## config.mk

```make
export PLATFORM = sky130hd
export DESIGN_NAME = alu_cmd_issuer
export DESIGN_NICKNAME = d
export VERILOG_FILES = /design/src/rtl/alu_cmd_issuer.sv
export SDC_FILE = /design/constraint.sdc
export NUM_CORES = 1
export LEC_CHECK = 0
export CAP_MARGIN = 20
export CORE_MARGIN = 4
export CORE_UTILIZATION = 25
export DETAILED_ROUTE_END_ITERATION = 10
export PLACE_DENSITY = 0.53
export SLEW_MARGIN = 25
export SYNTH_ARGS = -nofsm -noshare
export SYNTH_HDL_FRONTEND = slang
export SYNTH_SLANG_ARGS = --single-unit
```

## constraint.sdc

```tcl
create_clock -name clk -period 2.22 [get_ports clk]
set_clock_uncertainty 0.05 [all_clocks]
set_input_delay 0.666 -clock clk [delete_from_list [all_inputs] [get_ports clk]]
set_output_delay 0.666 -clock clk [all_outputs]
set_load 0.01 [all_outputs]
```

## src/rtl/alu_cmd_issuer.sv

```systemverilog
// Initiator for the registered 8-bit ALU wrapper: issues tagged commands and returns tagged responses.
// Optional macro ALU_ISSUE_STATS_EN adds stat_issued/stat_zero counters with synchronous stat_clr.
module alu_cmd_issuer #(
  parameter int unsigned OP_W        = 3,
  parameter int unsigned DATA_W      = 8,
  parameter int unsigned TAG_W       = 4,
  parameter int unsigned CAPTURE_LAT = 2
) (
  input  logic              clk,
  input  logic              rst_n,
  input  logic              cmd_valid,
  output logic              cmd_ready,
  input  logic [OP_W-1:0]   cmd_op,
  input  logic [DATA_W-1:0] cmd_a,
  input  logic [DATA_W-1:0] cmd_b,
  input  logic [TAG_W-1:0]  cmd_tag,
  output logic [OP_W-1:0]   alu_op,
  output logic [DATA_W-1:0] alu_a,
  output logic [DATA_W-1:0] alu_b,
  input  logic [DATA_W-1:0] alu_result,
  input  logic [3:0]        alu_flag,
  input  logic              alu_carry,
  output logic              rsp_valid,
  input  logic              rsp_ready,
  output logic [DATA_W-1:0] rsp_result,
  output logic [3:0]        rsp_flag,
  output logic              rsp_carry,
  output logic [TAG_W-1:0]  rsp_tag,
  output logic              busy
`ifdef ALU_ISSUE_STATS_EN
  ,
  input  logic              stat_clr,
  output logic [15:0]       stat_issued,
  output logic [15:0]       stat_zero
`endif
);

  if ((CAPTURE_LAT == 0) || (CAPTURE_LAT > 15)) begin : g_lat_chk
    $error("alu_cmd_issuer: CAPTURE_LAT=%0d outside 1..15", CAPTURE_LAT);
  end

  localparam logic [3:0] LAT = 4'(CAPTURE_LAT);

  typedef enum logic [1:0] {
    S_IDLE,
    S_WAIT,
    S_RESP
  } state_t;

  state_t             state;
  logic [3:0]         cnt;
  logic [TAG_W-1:0]   tag_q;

  always_ff @(posedge clk or negedge rst_n) begin
    if (!rst_n) begin
      state      <= S_IDLE;
      cnt        <= '0;
      tag_q      <= '0;
      cmd_ready  <= 1'b1;
      busy       <= 1'b0;
      rsp_valid  <= 1'b0;
      alu_op     <= '0;
      alu_a      <= '0;
      alu_b      <= '0;
      rsp_result <= '0;
      rsp_flag   <= '0;
      rsp_carry  <= 1'b0;
      rsp_tag    <= '0;
    end else begin
      case (state)
        S_IDLE: begin
          if (cmd_valid) begin
            alu_op    <= cmd_op;
            alu_a     <= cmd_a;
            alu_b     <= cmd_b;
            tag_q     <= cmd_tag;
            cnt       <= 4'd1;
            cmd_ready <= 1'b0;
            busy      <= 1'b1;
            state     <= S_WAIT;
          end
        end
        S_WAIT: begin
          if (cnt == LAT) begin
            rsp_result <= alu_result;
            rsp_flag   <= alu_flag;
            rsp_carry  <= alu_carry;
            rsp_tag    <= tag_q;
            rsp_valid  <= 1'b1;
            state      <= S_RESP;
          end else begin
            cnt <= cnt + 4'd1;
          end
        end
        S_RESP: begin
          // cmd_ready stays low here, so a command offered alongside rsp_ready waits for IDLE
          if (rsp_ready) begin
            rsp_valid <= 1'b0;
            cmd_ready <= 1'b1;
            busy      <= 1'b0;
            state     <= S_IDLE;
          end
        end
        default: state <= S_IDLE;
      endcase
    end
  end

`ifdef ALU_ISSUE_STATS_EN
  logic accept_evt;
  logic zero_evt;

  always_comb begin
    accept_evt = (state == S_IDLE) && cmd_valid;
    zero_evt   = (state == S_WAIT) && (cnt == LAT) && alu_flag[2];
  end

  always_ff @(posedge clk or negedge rst_n) begin
    if (!rst_n) begin
      stat_issued <= '0;
      stat_zero   <= '0;
    end else if (stat_clr) begin
      stat_issued <= '0;
      stat_zero   <= '0;
    end else begin
      if (accept_evt) stat_issued <= stat_issued + 16'd1;
      if (zero_evt)   stat_zero   <= stat_zero + 16'd1;
    end
  end
`endif

endmodule
```

==> results.cfg <==
[sta]
slew-limit-headroom_pct = 54.8
max_freq_ghz = 0.481
finalSetupViolations = 0
slew_viol_final = 0
fin_crit_sh_pct = 93.6
hold_viol = 0
worst_slew_pin_slew_ps = 676
rsz0062_at_grt = false
period_needed_ps = 2080
tns_ps = 0

[global_route]
grt_overflow = 0
grt_pass1_wl_um = 7520
grt_use_met3_pct = 3.09
use_met1_pct = 13.1
grt_antenna_before_repair = 0
use_met2_pct = 14.9
grt_usage_pct = 9.72
grt_pass1_vias = 1462
grt_max_degree = 50
busiest_layer = met2

[floorplanning]
io_pins = 79
num_rows = 32
start_util_pct = 25.9
core_mm2 = 0.00777
die_height_um = 97.6
die_area_mm2 = 0.00953
die_w_um = 97.6

[route]
drc = 0
vias_per_cell = 4.22
wl_per_cell_um = 14.0
vias = 1337
postRouteAntennaNets = 0
routed_wl_um = 4450
first_pass_iters = 4
drtIter0Drc = 22

[synthesis]
synth.yosys.seq_area_share_pct = 61.1
netlist_instances = 132
async_flop_share_pct = 100
synth_edf_count = 0
yosysMostFrequentCell = dfrtp_1
syn_avg_cell_area_um2 = 15.2
yosys.area.top_type = dfrtp_1
synth_area_leaders = dfrtp_1, mux2_2, mux2_4
synth_common_cells = dfrtp_1, mux2_2, mux2_4, a21oi_1, nand3_1
yosysWarningCount = 0
yosysUniqueCellTypes = 30
synthFlopType = dfrtp_1
syn-num-nets = 174
synth_area_mm2 = 0.00201
synth-seq-cells = 49
synth_top_area_share_pct = 59.8

[setup_path]
worstPathRequired_ps = 1500
cp-end-kind = primary output
timing.rr.end = rsp_carry$_DFFE_PN0P_
cp_num_buf_inv = 1
path_cells = clkdlybuf4s50_1
rrSetupSlack_ps = 190
r2r_start = cnt[0]$_DFFE_PN0P_
reg2reg_depth = 5
arrival_ps = 1360
crit_type = register to primary output
slowest_delay_ps = 550
path_max_fanout = 3
slowest_stage = dfstp_2
cp_top_family = flip-flops
critPathLaunchType = register

[power_and_ir_drop]
pwr-share-comb_pct = 48.1
vdd_drop_max_mv = 0.354
power.share.clock_pct = 12.4
leakagePower_nw = 1.25
switching_share_pct = 30.4
power_density_mw_per_mm2 = 1300
p_switching_mw = 1.19
intPower_mw = 2.72
p_seq_share_pct = 39.6

[final_layout]
drive_above_1_share_pct = 26.0
finalNetCount = 258
diodes = 0
area_growth_pct = 49.5
final_util_pct = 38.6

[cts]
cts.path.max_buffers = 2
cts_max_level = 2
root_buffer = clkbuf_8
cts.sinks = 49
cts_setup_buffers = 0
clk_latency_ps = 290
cts_resized = 0
path_clk_slew_ps = 80
hold_buffers = 0
cts_buffers = 5
cts_tree = yes

[hold_path]
hp-class = primary input to asynchronous set/reset pin

[placed_design]
gp_congestion = 0.728
hpwlAfterDp_um = 3180
io_buffer_count = 78

[outcome]
status = finished clean

[job]
maxCapViolations = 0
==> cells in the final DEF, fill, tap and decap left out, types with 2 or more instances in the layout <==
| cell type | instances |
|---|---|
| clkdlybuf4s50_1 | 77 |
| dfrtp_1 | 48 |
| mux2_2 | 30 |
| mux2_4 | 9 |
| nand3_1 | 5 |
| a21oi_1 | 5 |
| clkbuf_8 | 5 |
| inv_1 | 3 |
| nand2b_1 | 3 |
| nand2_1 | 3 |
| nor2_1 | 2 |
| ha_1 | 2 |
| buf_12 | 2 |
| buf_4 | 2 |
==> metrics by stage <==
stage          instance area [um^2]  power [mW]  hold WS (ps)  setup WS, ps  instances
4_1_cts                        3000        3.99           303           125        317
3_5_place_dp                   2930        3.48           415          66.1        311
5_1_grt                        3000        4.19           315          85.8        317
3_3_place_gp                   2930        3.46           412          84.1        311
2_1_floorplan                  2010        2.53           320           381        132
6_report                       3000        3.91           305           142        317
==> state kept, by name, summed over array words and instances, names as in the netlist <==
| register | count |
|---|---|
| rsp_valid | 1 |
| alu_op | 3 |
| alu_a | 8 |
| state | 2 |
| cmd_ready | 1 |
| rsp_carry | 1 |
| rsp_result | 8 |
| busy | 1 |
| tag_q | 4 |
| alu_b | 8 |
| rsp_tag | 4 |
| rsp_flag | 4 |
| cnt | 4 |
==> final cells by class <==
type / count / area, um^2
clock inverters: 1 / 5.00
multi-input cells: 75 / 731
clock buffers: 5 / 68.8
inverters: 3 / 11.3
flip-flops and latches: 49 / 1230
repair buffers: 82 / 831
fillers: 770 / 4770
well taps: 102 / 128
==> worst max-delay path by stage <==
stage | to | slack, ps | from | cells past startpoint
floorplan | rsp_flag[1]$_DFFE_PN0P_ | 380 | cnt[0]$_DFFE_PN0P_ | 6
global placement | alu_a[4]$_DFFE_PN0P_ | 80 | cmd_valid | 5
global route | rsp_tag[3]$_DFFE_PN0P_ | 90 | cnt[0]$_DFFE_PN0P_ | 5
detailed placement | alu_a[6]$_DFFE_PN0P_ | 70 | cmd_valid | 5
finish | cmd_ready | 140 | cmd_ready$_DFFE_PN1P_ | 1
CTS | cmd_ready | 120 | cmd_ready$_DFFE_PN1P_ | 1
==> cells by family (layout without fill, tap and decap cells) <==
| family | count (synthesis) | in the layout | synth area share (%) |
|---|---|---|---|
| buf+inv | 8 | 91 | 2.62 |
| fa+ha+maj | 2 | 2 | 1.25 |
| mux | 41 | 41 | 24.6 |
| compound gates | 13 | 13 | 4.42 |
| simple gates | 19 | 19 | 5.98 |
| flops | 49 | 49 | 61.1 |
==> power groups by stage <==
stage	logic (mW)	registers, mW	clock network [mW]
finish	1.88	1.55	0.483
CTS	1.91	1.56	0.522
detailed placement	1.91	1.58	0
floorplan	0.818	1.71	0
global route	2.02	1.62	0.547
global placement	1.89	1.56	0
==> layer usage <==
metal | vias up | routed length, um
met4 | 0 | 51
met5 | - | 0
met3 | 4 | 317
met2 | 45 | 2010
met1 | 659 | 2070
li1 | 629 | -
Note: power is estimated with default switching activity, not from simulation.
